**src/rtl/msx_audio_mixer_pkg.sv**
```systemverilog
// Shared types and helpers for the time-multiplexed audio mixer.
package msx_mix_pkg;

  typedef enum logic [1:0] {IDLE, ACCUM, SAT} mix_state_t;

  // Accumulator wide enough that a full sweep of worst-case products cannot wrap.
  function automatic int unsigned acc_width(input int unsigned channels,
                                            input int unsigned in_w,
                                            input int unsigned gain_w);
    return in_w + gain_w + 1 + $clog2(channels);
  endfunction

  // Clamp to the signed out_w range; clip reports whether clamping happened.
  function automatic logic signed [63:0] sat_clamp(input  logic signed [63:0] s,
                                                   input  int unsigned        out_w,
                                                   output logic               clip);
    logic signed [63:0] hi;
    logic signed [63:0] lo;
    logic signed [63:0] res;
    hi   = (64'sd1 <<< (out_w - 1)) - 64'sd1;
    lo   = -(64'sd1 <<< (out_w - 1));
    clip = 1'b1;
    if (s > hi) begin
      res = hi;
    end else if (s < lo) begin
      res = lo;
    end else begin
      res  = s;
      clip = 1'b0;
    end
    return res;
  endfunction

endpackage

```
**src/rtl/msx_audio_mixer_if.sv**
```systemverilog
// Sample/control bundle between the audio sources and the mixer.
interface msx_audio_mixer_if #(
  parameter int unsigned CHANNELS = 4,
  parameter int unsigned IN_W     = 16,
  parameter int unsigned GAIN_W   = 4,
  parameter int unsigned OUT_W    = 16
);
  logic                       sample_stb;
  logic [CHANNELS*IN_W-1:0]   ch_data;
  logic [CHANNELS-1:0]        ch_signed;
  logic [CHANNELS*GAIN_W-1:0] ch_gain;
  logic signed [OUT_W-1:0]    audio_out;
  logic                       audio_vld;
  logic                       busy;
  logic                       overrun;
  logic                       clip;
  logic                       clip_led;

  modport master (
    output sample_stb, ch_data, ch_signed, ch_gain,
    input  audio_out, audio_vld, busy, overrun, clip, clip_led
  );

  modport slave (
    input  sample_stb, ch_data, ch_signed, ch_gain,
    output audio_out, audio_vld, busy, overrun, clip, clip_led
  );
endinterface

```
**src/rtl/msx_audio_mixer_sat.sv**
```systemverilog
// Arithmetic shift by the gain fraction and clamp of the accumulator to the output width.
module msx_mix_sat
  import msx_mix_pkg::*;
#(
  parameter int unsigned ACC_W     = 23,
  parameter int unsigned GAIN_FRAC = 2,
  parameter int unsigned OUT_W     = 16
) (
  input  logic signed [ACC_W-1:0] i_acc,
  output logic signed [OUT_W-1:0] o_sample,
  output logic                    o_clip
);

  logic signed [63:0] w_shift;
  logic signed [63:0] w_clamped;
  logic               w_clip;
  logic               w_unused_hi;

  assign w_shift = 64'(i_acc) >>> GAIN_FRAC;

  always_comb begin
    w_clip    = 1'b0;
    w_clamped = sat_clamp(w_shift, OUT_W, w_clip);
  end

  assign o_sample    = w_clamped[OUT_W-1:0];
  assign o_clip      = w_clip;
  // Upper bits are pure sign extension once clamped.
  assign w_unused_hi = ^w_clamped[63:OUT_W];

endmodule

```
**src/rtl/msx_audio_mixer.sv**
```systemverilog
// N-channel mixer: one channel per clock through a shared MAC, then shift/clamp.
// Optional clip LED stretch enabled by defining MSX_MIX_CLIP_HOLD_EN.
module msx_audio_mixer
  import msx_mix_pkg::*;
#(
  parameter int unsigned CHANNELS  = 4,
  parameter int unsigned IN_W      = 16,
  parameter int unsigned GAIN_W    = 4,
  parameter int unsigned GAIN_FRAC = 2,
  parameter int unsigned OUT_W     = 16,
  parameter int unsigned CLIP_HOLD = 1000000
) (
  input logic              clk_sys,
  input logic              reset,
  msx_audio_mixer_if.slave io_bus
);

  localparam int unsigned ACC_W  = acc_width(CHANNELS, IN_W, GAIN_W);
  localparam int unsigned PROD_W = IN_W + GAIN_W + 1;
  localparam int unsigned IDX_W  = (CHANNELS > 1) ? $clog2(CHANNELS) : 1;

  mix_state_t r_state;
  mix_state_t w_state_next;

  logic [CHANNELS*IN_W-1:0]   r_data;
  logic [CHANNELS-1:0]        r_signed;
  logic [CHANNELS*GAIN_W-1:0] r_gain;
  logic signed [ACC_W-1:0]    r_acc;
  logic [IDX_W-1:0]           r_idx;
  logic signed [OUT_W-1:0]    r_audio_out;
  logic                       r_vld;
  logic                       r_clip;
  logic                       r_overrun;

  logic                       w_busy;
  logic                       w_start;
  logic                       w_acc_en;
  logic                       w_sat_en;
  logic                       w_last;
  logic [IN_W-1:0]            w_raw;
  logic [IN_W-1:0]            w_samp;
  logic [GAIN_W-1:0]          w_gain;
  logic signed [PROD_W-1:0]   w_prod;
  logic signed [ACC_W-1:0]    w_term;
  logic signed [OUT_W-1:0]    w_sat_sample;
  logic                       w_sat_clip;

  assign w_last = (r_idx == IDX_W'(CHANNELS - 1));

  always_ff @(posedge clk_sys) begin
    if (reset) begin
      r_state <= IDLE;
    end else begin
      r_state <= w_state_next;
    end
  end

  always_comb begin
    w_state_next = r_state;
    unique case (r_state)
      IDLE:    if (io_bus.sample_stb) w_state_next = ACCUM;
      ACCUM:   if (w_last) w_state_next = SAT;
      SAT:     w_state_next = IDLE;
      default: w_state_next = IDLE;
    endcase
  end

  always_comb begin
    w_busy   = 1'b0;
    w_start  = 1'b0;
    w_acc_en = 1'b0;
    w_sat_en = 1'b0;
    unique case (r_state)
      IDLE:  w_start = io_bus.sample_stb;
      ACCUM: begin
        w_busy   = 1'b1;
        w_acc_en = 1'b1;
      end
      SAT: begin
        w_busy   = 1'b1;
        w_sat_en = 1'b1;
      end
      default: ;
    endcase
  end

  // Shared multiplier: offset-binary samples get their MSB flipped into two's complement.
  assign w_raw  = r_data[r_idx*IN_W +: IN_W];
  assign w_samp = r_signed[r_idx] ? w_raw : {~w_raw[IN_W-1], w_raw[IN_W-2:0]};
  assign w_gain = r_gain[r_idx*GAIN_W +: GAIN_W];
  assign w_prod = $signed({{(GAIN_W + 1){w_samp[IN_W-1]}}, w_samp}) *
                  $signed({{(IN_W + 1){1'b0}}, w_gain});
  assign w_term = ACC_W'(w_prod);

  msx_mix_sat #(
    .ACC_W     (ACC_W),
    .GAIN_FRAC (GAIN_FRAC),
    .OUT_W     (OUT_W)
  ) u_sat (
    .i_acc    (r_acc),
    .o_sample (w_sat_sample),
    .o_clip   (w_sat_clip)
  );

  always_ff @(posedge clk_sys) begin
    if (reset) begin
      r_data      <= '0;
      r_signed    <= '0;
      r_gain      <= '0;
      r_acc       <= '0;
      r_idx       <= '0;
      r_audio_out <= '0;
      r_vld       <= 1'b0;
      r_clip      <= 1'b0;
      r_overrun   <= 1'b0;
    end else begin
      r_vld <= w_sat_en;
      if (w_start) begin
        r_data   <= io_bus.ch_data;
        r_signed <= io_bus.ch_signed;
        r_gain   <= io_bus.ch_gain;
        r_acc    <= '0;
        r_idx    <= '0;
      end
      if (w_acc_en) begin
        r_acc <= r_acc + w_term;
        r_idx <= r_idx + 1'b1;
      end
      if (w_sat_en) begin
        r_audio_out <= w_sat_sample;
        r_clip      <= w_sat_clip;
      end
      if (io_bus.sample_stb && w_busy) begin
        r_overrun <= 1'b1;
      end
    end
  end

`ifdef MSX_MIX_CLIP_HOLD_EN
  localparam int unsigned HOLD_W = $clog2(CLIP_HOLD + 1);

  logic [HOLD_W-1:0] r_hold;
  logic              r_clip_led;

  always_ff @(posedge clk_sys) begin
    if (reset) begin
      r_hold     <= '0;
      r_clip_led <= 1'b0;
    end else if (w_sat_en && w_sat_clip) begin
      r_hold     <= HOLD_W'(CLIP_HOLD - 1);
      r_clip_led <= 1'b1;
    end else if (r_hold != '0) begin
      r_hold <= r_hold - 1'b1;
    end else begin
      r_clip_led <= 1'b0;
    end
  end

  assign io_bus.clip_led = r_clip_led;
`else
  logic w_unused_hold;

  assign w_unused_hold   = ^CLIP_HOLD;
  assign io_bus.clip_led = r_clip;
`endif

  assign io_bus.audio_out = r_audio_out;
  assign io_bus.audio_vld = r_vld;
  assign io_bus.busy      = w_busy;
  assign io_bus.overrun   = r_overrun;
  assign io_bus.clip      = r_clip;

endmodule
```
**src/flat_wrapper.sv**
```systemverilog
// flat-port wrapper written by rule: the top's interface ports become plain ports
module msx_audio_mixer_flat import msx_mix_pkg::*;
#(
  parameter int unsigned CHANNELS  = 4,
  parameter int unsigned IN_W      = 16,
  parameter int unsigned GAIN_W    = 4,
  parameter int unsigned GAIN_FRAC = 2,
  parameter int unsigned OUT_W     = 16,
  parameter int unsigned CLIP_HOLD = 1000000
)
  (clk_sys, reset, io_bus_sample_stb, io_bus_ch_data, io_bus_ch_signed, io_bus_ch_gain, io_bus_audio_out, io_bus_audio_vld, io_bus_busy, io_bus_overrun, io_bus_clip, io_bus_clip_led);
  msx_audio_mixer_if #(.CHANNELS(CHANNELS), .IN_W(IN_W), .GAIN_W(GAIN_W), .OUT_W(OUT_W)) io_bus_i ();
  input logic clk_sys;
  input logic reset;
  input wire logic [$bits(io_bus_i.sample_stb)-1:0] io_bus_sample_stb;
  input wire logic [$bits(io_bus_i.ch_data)-1:0] io_bus_ch_data;
  input wire logic [$bits(io_bus_i.ch_signed)-1:0] io_bus_ch_signed;
  input wire logic [$bits(io_bus_i.ch_gain)-1:0] io_bus_ch_gain;
  output wire logic [$bits(io_bus_i.audio_out)-1:0] io_bus_audio_out;
  output wire logic [$bits(io_bus_i.audio_vld)-1:0] io_bus_audio_vld;
  output wire logic [$bits(io_bus_i.busy)-1:0] io_bus_busy;
  output wire logic [$bits(io_bus_i.overrun)-1:0] io_bus_overrun;
  output wire logic [$bits(io_bus_i.clip)-1:0] io_bus_clip;
  output wire logic [$bits(io_bus_i.clip_led)-1:0] io_bus_clip_led;
  assign io_bus_i.sample_stb = io_bus_sample_stb;
  assign io_bus_i.ch_data = io_bus_ch_data;
  assign io_bus_i.ch_signed = io_bus_ch_signed;
  assign io_bus_i.ch_gain = io_bus_ch_gain;
  assign io_bus_audio_out = io_bus_i.audio_out;
  assign io_bus_audio_vld = io_bus_i.audio_vld;
  assign io_bus_busy = io_bus_i.busy;
  assign io_bus_overrun = io_bus_i.overrun;
  assign io_bus_clip = io_bus_i.clip;
  assign io_bus_clip_led = io_bus_i.clip_led;
  msx_audio_mixer #(.CHANNELS(CHANNELS), .IN_W(IN_W), .GAIN_W(GAIN_W), .GAIN_FRAC(GAIN_FRAC), .OUT_W(OUT_W), .CLIP_HOLD(CLIP_HOLD)) u_core (.clk_sys(clk_sys), .reset(reset), .io_bus(io_bus_i));
endmodule
```
**config.mk**
```make
export PLATFORM = sky130hd
export DESIGN_NAME = msx_audio_mixer_flat
export DESIGN_NICKNAME = d
export VERILOG_FILES = /design/src/rtl/msx_audio_mixer_pkg.sv /design/src/rtl/msx_audio_mixer_if.sv /design/src/rtl/msx_audio_mixer_sat.sv /design/src/rtl/msx_audio_mixer.sv /design/src/flat_wrapper.sv
export SDC_FILE = /design/constraint.sdc
export NUM_CORES = 1
export LEC_CHECK = 0
export BUFFER_PORTS_ARGS = -buffer_cell sky130_fd_sc_hd__buf_4
export CAP_MARGIN = 20
export CORE_MARGIN = 2
export CORE_UTILIZATION = 63
export DETAILED_ROUTE_END_ITERATION = 10
export PLACE_DENSITY = 0.89
export SYNTH_ARGS = -nofsm -noshare
export SYNTH_HDL_FRONTEND = slang
export SYNTH_SLANG_ARGS = --single-unit
```
**constraint.sdc**
```tcl
create_clock -name clk_sys -period 12.3 [get_ports clk_sys]
set_input_delay 0 -clock clk_sys [delete_from_list [all_inputs] [get_ports clk_sys]]
set_output_delay 0 -clock clk_sys [all_outputs]
set_load 0.005 [all_outputs]
```
==> results.sh, run 1 <==
export IMPL_async_flop_share=0
export IMPL_fin_tns_setup_ps=0
export IMPL_tritoncts="built"
export IMPL_yosysMostFrequentCell="nand2_1"
export IMPL_worst_pin_slew_ps=1121
export IMPL_fillers=635
export IMPL_required_ps=12680
export IMPL_ir_drop_mv=0.09760
export IMPL_gp_congestion=0.8942
export IMPL_cts_path_max_buffers=2
export IMPL_worstHoldStart="io_bus_ch_data[35]"
export IMPL_hold_violations=0
export IMPL_cts_buffers=17
export IMPL_grt_pass1_vias=8289
export IMPL_fin_crit_sh=0.4671
export IMPL_min_period_ps=5746
export IMPL_viasPerCell=5.957
export IMPL_fin_nets=1333
export IMPL_synth_xor_area_frac=0.02348
export IMPL_drt_iter0_markers=731
export IMPL_cp_max_fo=22
export IMPL_hold_class="primary input to flip-flop"
export IMPL_clkTransAtPathRegs_ps=60
export IMPL_dominantRegCellSynth="dfxtp_1"
export IMPL_fp_coreArea_sq_um=12670
export IMPL_drc=0
export IMPL_grt_start_max_net_pins=94
export IMPL_powerDensity_nw_per_um2=130.8
export IMPL_clock_fmax_mhz=174.0
export IMPL_clk_latency_ps=440
export IMPL_synth_simple_gate_area_frac=0.1958
export IMPL_grt_usage=0.3786
export IMPL_worstSetupPathType="flip-flop to flip-flop"
export IMPL_cts_num_sinks=130
export IMPL_syn_inst=973
export IMPL_dr_pass1_iters=5
export IMPL_cp_arrival_ps=6120
export IMPL_synth_fa_ha_area_frac=0.2073
export IMPL_syn_area_sq_um=8207
export IMPL_drt_antenna_violating_nets=0
export IMPL_netlist_top_cells_area="dfxtp_1 32%, fa_1 12%, nand2_1 9.2%"
export IMPL_drive_gt1_frac=0.1476
export IMPL_postCtsSetupRepairBufs=0
export IMPL_io_pins=108
export IMPL_status="finished clean"
export IMPL_ys_ff_latch=130
export IMPL_synth_top_family_by_area="adder cells"
export IMPL_drv_cap=0
export IMPL_gr_total_overflow=0
export IMPL_synth_compound_area_frac=0.1226
export IMPL_seq_area_frac_synth=0.3171
export IMPL_r2r_start="u_core.r_idx[1]$_SDFFE_PP0P_"
export IMPL_synth_edff_count=0
export IMPL_areaGrowthSynthToFinish_pct=28.77
export IMPL_ys_warn_count=0
export IMPL_grt_util_met2=0.6449
export IMPL_synth_common_cells="202 x nand2_1, 130 x dfxtp_1, 126 x a21oi_1"
export IMPL_top_usage_layer="met2"
export IMPL_muxShareOfSynthArea=0.06236
export IMPL_netlist_area_leader_share=0.3171
export IMPL_endpoint_kind="flip-flop"
export IMPL_synth_cell_types=51
export IMPL_finClkSkew_ps=11.19
export IMPL_synth_top_cell_by_area="dfxtp_1"
export IMPL_rows=41
export IMPL_gr_usage_met3=0.09701
export IMPL_antenna_found_initial=0
export IMPL_cp_start_kind="flip-flop"
export IMPL_start_util=0.6477
export IMPL_crit_start="u_core.r_idx[1]$_SDFFE_PP0P_"
export IMPL_syn_avg_cell_area_sq_um=8.434
export IMPL_design_die_area_sq_um=13960
export IMPL_drv_slew=0
export IMPL_dp_hpwl_microns=13900
export IMPL_wl_per_cell_microns=19.63
export IMPL_die_h_microns=118.1
export IMPL_diodes=0
export IMPL_cts_root_buf="clkbuf_16"
export IMPL_use_met1=0.4199
export IMPL_ctsHtreeMaxLevel=4
export IMPL_die_x_microns=118.1
export IMPL_rsz0062_at_grt="false"
export IMPL_utilization=0.8340
export IMPL_relSlewSlack=0.2517
export IMPL_setup_viol=0
export IMPL_wirelength_microns=25990
export IMPL_syn_nets=1166
export IMPL_p_leak_nw=4.862
export IMPL_portBuffers=107
export IMPL_vias=7887
export IMPL_grt_pass1_wl_microns=41290
## layer usage
| layer | wire [microns] | part of all wire | vias to the layer above |
|---|---|---|---|
| li1 | - | - | 3500 |
| met1 | 9282 | 0.36 | 3699 |
| met2 | 12620 | 0.49 | 535 |
| met3 | 2503 | 0.096 | 153 |
| met4 | 1586 | 0.061 | 0 |
| met5 | 0 | 0 | - |
## cells by family (layout without fill, tap and decap cells)
| family | Yosys count | in the layout |
|---|---|---|
| XOR/XNOR | 22 | 22 |
| AO/OA/AOI/OAI | 177 | 177 |
| buffers and inverters | 154 | 333 |
| flip-flops | 130 | 130 |
| adder cells (fa/ha/maj) | 106 | 106 |
| multiplexers | 26 | 26 |
| AND/OR/NAND/NOR | 358 | 358 |
## power breakdown
| part | switching [mW] | internal [mW] | total, mW | leakage [nW] |
|---|---|---|---|---|
| Combinational | 0.206 | 0.148 | 0.354 | 3.49 |
| Clock | 0.196 | 0.355 | 0.551 | 0.307 |
| Sequential | 0.0274 | 0.451 | 0.478 | 1.06 |
## final cells by class
cell class,instances,area (sq um),share of cell area
clock buffer,23,478.0,0.04523
clock inverter,8,151.4,0.01433
inverter,103,386.6,0.03659
multi-input combinational,689,5022,0.4753
sequential,130,2603,0.2463
tap,172,215.2,0.02036
timing repair buffer,199,1712,0.1620
## placed cells by master (no fill, tap or decap), drive strengths merged, types with 2 or more instances in the layout
cell	Yosys	layout
nand2	202	202
dfxtp	130	130
a21oi	126	126
buf	7	112
inv	103	103
dlygate4sd3	0	87
and2	59	59
ha	56	56
fa	50	50
nor2	48	48
clkbuf	44	23
mux4	20	20
nor3	20	20
o21ai	16	16
xnor2	12	12
xor2	10	10
and3	9	9
a21o	9	9
nand2b	6	6
mux2i	5	5
a31oi	5	5
nand3	4	4
a22oi	4	4
bufinv	0	4
clkinv	0	4
nor3b	3	3
or4	2	2
o21a	2	2
nor2b	2	2
## final timing paths
kind / endpoint / slack [ps] / cells after the start
max: u_core.r_acc[20]$_SDFFE_PP0P_ / 6550 / 15
min: u_core.r_data[35]$_SDFFE_PP0P_ / 380 / 4
max reg2reg: u_core.r_acc[20]$_SDFFE_PP0P_ / 6550 / 15
min reg2reg: u_core.r_data[20]$_SDFFE_PP0P_ / 460 / 2
## flip-flops by register name, summed over array words and instances, names as in the netlist
register / count
u_core.r_gain: 16
u_core.r_idx: 2
u_core.io_bus.overrun: 1
u_core.r_data: 64
u_core.io_bus.audio_out: 16
u_core.io_bus.audio_vld: 1
u_core.io_bus.clip: 1
u_core.r_acc: 23
u_core.r_state: 2
u_core.r_signed: 4
## timing repair
item,4_1_cts,5_1_grt
gates resized for setup,0,0
endpoints found under the setup margin,0,0
hold endpoints to repair,95,0
hold buffers,87,0
## through the flow
step                instance area, sq um  instances  total power [mW]  setup slack (ps)  hold WS [ps]
floorplan                           8207        973            0.6985              7084         136.0
detailed placement                  9067       1206            0.7856              6916         256.6
finish                             10570       1324             1.383              6554         375.8
global placement                    9067       1206            0.7690              7021         248.4
global route                       10570       1324             1.428              6355         383.5
CTS                                10570       1324             1.346              6788         358.5
## worst max-delay path: stages, from the launching register on
cell and delay [ps]:
dfxtp_1 1060, mux4_2 620, and2_1 250, fa_1 470, fa_1 500, inv_1 60
fa_1 540, inv_1 50, ha_1 360, and3_2 270, a221oi_2 320, o22ai_1 200
nor4b_2 330, nor2_1 120, or4b_1 470, nand3_1 70
Note: power is estimated with default switching activity, not from simulation.
==> run 2, diff against run 1 <==
--- a/config.mk
+++ b/config.mk
@@ -8,9 +8,9 @@
 export BUFFER_PORTS_ARGS = -buffer_cell sky130_fd_sc_hd__buf_4
 export CAP_MARGIN = 20
 export CORE_MARGIN = 2
-export CORE_UTILIZATION = 63
+export CORE_UTILIZATION = 53
 export DETAILED_ROUTE_END_ITERATION = 10
-export PLACE_DENSITY = 0.89
+export PLACE_DENSITY = 0.8
 export SYNTH_ARGS = -nofsm -noshare
 export SYNTH_HDL_FRONTEND = slang
 export SYNTH_SLANG_ARGS = --single-unit
==> constraint.sdc (replaced) <==
create_clock -name clk_sys -period 4.85 [get_ports clk_sys]
set_input_delay 0 -clock clk_sys [delete_from_list [all_inputs] [get_ports clk_sys]]
set_output_delay 0 -clock clk_sys [all_outputs]
set_load 0.005 [all_outputs]
==> results.sh, run 2 (synthesis gave the netlist of run 1 again) <==
export IMPL_final_common_cell="nand2_1"
export IMPL_ff2ff_setup_slack_ps=-40
export IMPL_design_die_area_sq_um=16500
export IMPL_required_ps=5210
export IMPL_antenna_found_initial=0
export IMPL_viasPerCell=5.493
export IMPL_fin_crit_sh=1.009
export IMPL_use_met1=0.3373
export IMPL_drt_antenna_violating_nets=0
export IMPL_hold_path_depth=4
export IMPL_postPlaceCellArea_sq_um=9298
export IMPL_gp_congestion=0.8942
export IMPL_p_total_mw=3.485
export IMPL_grt_pass1_vias=7444
export IMPL_start_util=0.5418
export IMPL_clk_latency_ps=420
export IMPL_drv_slew=0
export IMPL_tritoncts="built"
export IMPL_relSlewSlack=0.3065
export IMPL_drv_cap=0
export IMPL_largest_register="u_core.r_data"
export IMPL_setup_viol=1
export IMPL_layout_setup_ws_ps=-41.91
export IMPL_ir_drop_mv=0.3181
export IMPL_gr_usage_met3=0.05780
export IMPL_cp_arrival_ps=5250
export IMPL_finClkSkew_ps=12.98
export IMPL_drive_gt1_frac=0.1955
export IMPL_final_cell_mix="201 x nand2_1, 143 x buf_4, 129 x dfxtp_1"
export IMPL_switchingPower_mw=1.091
export IMPL_ctsHtreeMaxLevel=4
export IMPL_die_h_microns=128.4
export IMPL_rows=45
export IMPL_wirelength_microns=23250
export IMPL_rr_endpoint="u_core.r_acc[20]$_SDFFE_PP0P_"
export IMPL_worst_pin_slew_ps=1035
export IMPL_top_usage_layer="met2"
export IMPL_largest_reg_flops=64
export IMPL_cp_max_fo=5
export IMPL_failed_checks="setup timing"
export IMPL_die_x_microns=128.4
export IMPL_status="finished with violations"
export IMPL_r2r_start="u_core.r_idx[0]$_SDFFE_PP0P_"
export IMPL_endpoint_kind="flip-flop"
export IMPL_grt_pass1_wl_microns=35390
export IMPL_power_frac_clock=0.382
export IMPL_min_period_ps=4892
export IMPL_p_leak_nw=5.076
export IMPL_hold_violations=0
export IMPL_cts_path_max_buffers=2
export IMPL_design_area_sq_um=11110
export IMPL_cp_start_kind="flip-flop"
export IMPL_gr_total_overflow=0
export IMPL_vias=7581
export IMPL_worstHoldStart="io_bus_ch_data[29]"
export IMPL_fillers=956
export IMPL_p_int_mw=2.393
export IMPL_crit_start="u_core.r_idx[0]$_SDFFE_PP0P_"
export IMPL_grt_usage=0.2730
export IMPL_pwr_share_seq=0.346
export IMPL_io_pins=108
export IMPL_clkTransAtPathRegs_ps=60
export IMPL_hold_class="primary input to flip-flop"
export IMPL_dp_hpwl_microns=13710
export IMPL_fin_nets=1372
export IMPL_powerDensity_nw_per_um2=313.8
export IMPL_worstSetupPathType="flip-flop to flip-flop"
export IMPL_areaGrowthSynthToFinish_pct=35.33
export IMPL_seqCellArea_sq_um=2606
export IMPL_swShare=0.3132
export IMPL_portBuffers=107
export IMPL_ff2ff_path_depth=18
export IMPL_diodes=0
export IMPL_cts_root_buf="clkbuf_16"
export IMPL_drt_iter0_markers=577
export IMPL_grt_start_max_net_pins=88
export IMPL_clock_fmax_mhz=204.4
export IMPL_p_comb_frac=0.272
export IMPL_grt_util_met2=0.4590
export IMPL_rsz0062_at_grt="true"
export IMPL_dr_pass1_iters=6
export IMPL_fp_coreArea_sq_um=15150
export IMPL_multi_input_area_sq_um=5199
export IMPL_holdPathEnd="u_core.r_data[29]$_SDFFE_PP0P_"
export IMPL_cts_buffers=17
export IMPL_drc=0
export IMPL_wl_per_cell_microns=16.85
export IMPL_reg_top3="u_core.r_data (64), u_core.r_acc (23)"
export IMPL_cts_num_sinks=130
==> run 2: changes by cell type in the layout (fill, tap and decap cells not counted), moves of 3 or more <==
cell,before,now
buf_4,112,143
ha_1,56,48
ha_4,0,7
inv_6,0,5
a21oi_1,126,122
a21oi_2,0,4
buf_12,0,4
buf_6,0,3
clkbuf_8,3,0
==> run 2: metal layers <==
layer	up-vias	routed length, microns
li1	3579	-
met2	354	11370
met4	0	762
met3	62	1536
met5	-	0
met1	3586	9584
==> run 2: cell type report <==
cell class              instances  area share
well taps                     188     0.02118
repair buffers                237      0.1867
flip-flops and latches        130      0.2347
multi-input cells             690      0.4681
clock buffers                  18     0.03864
clock inverters                14     0.01589
inverters                     103     0.03481
==> run 2: how the worst max path moves through the flow <==
stage | end | slack [ps] | cells after the start
floorplan | u_core.r_acc[20]$_SDFFE_PP0P_ | 8 | 17
global placement | u_core.r_acc[20]$_SDFFE_PP0P_ | 60 | 16
detailed placement | u_core.r_acc[22]$_SDFFE_PP0P_ | -40 | 16
CTS | u_core.r_acc[20]$_SDFFE_PP0P_ | 4 | 17
global route | u_core.r_acc[20]$_SDFFE_PP0P_ | -200 | 18
finish | u_core.r_acc[20]$_SDFFE_PP0P_ | -40 | 18
==> run 2: stage by stage <==
stage	setup TNS, ps	setup WS (ps)	cells	util	hold WS (ps)
6_report	-41.91	-41.91	1380	0.7333	372.4
5_1_grt	-768.2	-201.3	1380	0.7333	380.2
4_1_cts	0	3.872	1368	0.7150	353.7
3_5_place_dp	-51.45	-42.66	1245	0.6139	257.8
3_3_place_gp	0	60.99	1245	0.6139	250.0
2_1_floorplan	0	8.065	973	-	136.0
==> run 2: what timing repair did <==
| item | CTS | global route |
|---|---|---|
| buffers inserted | 5 | 10 |
| cloned | 0 | 2 |
| pin swaps | 5 | 11 |
| setup endpoints to repair | 2 | 12 |
| resized for setup | 2 | 23 |
| hold buffers | 86 | 0 |
| endpoints found under the hold margin | 98 | 0 |
==> run 2: power by group through the flow <==
| stage | Clock, mW | Combinational (mW) | Sequential (mW) |
|---|---|---|---|
| after global placement | 0 | 0.788 | 1.22 |
| after global routing | 1.38 | 1.05 | 1.21 |
| after CTS | 1.32 | 0.882 | 1.20 |
| after detailed placement | 0 | 0.810 | 1.22 |
| after floorplan | 0 | 0.577 | 1.20 |
| final | 1.33 | 0.947 | 1.21 |
==> run 2: worst max-delay path, stage by stage (launching register included) <==
cell,delay [ps]
dfxtp_4,380
clkbuf_16,150
buf_4,100
mux4_2,560
and2_1,220
fa_1,500
inv_1,40
fa_1,460
fa_1,550
inv_1,40
ha_1,330
nand2b_1,110
a21o_1,190
a2111oi_4,80
buf_4,170
nor4b_4,300
nor2_1,90
or4b_1,460
nand3_1,70
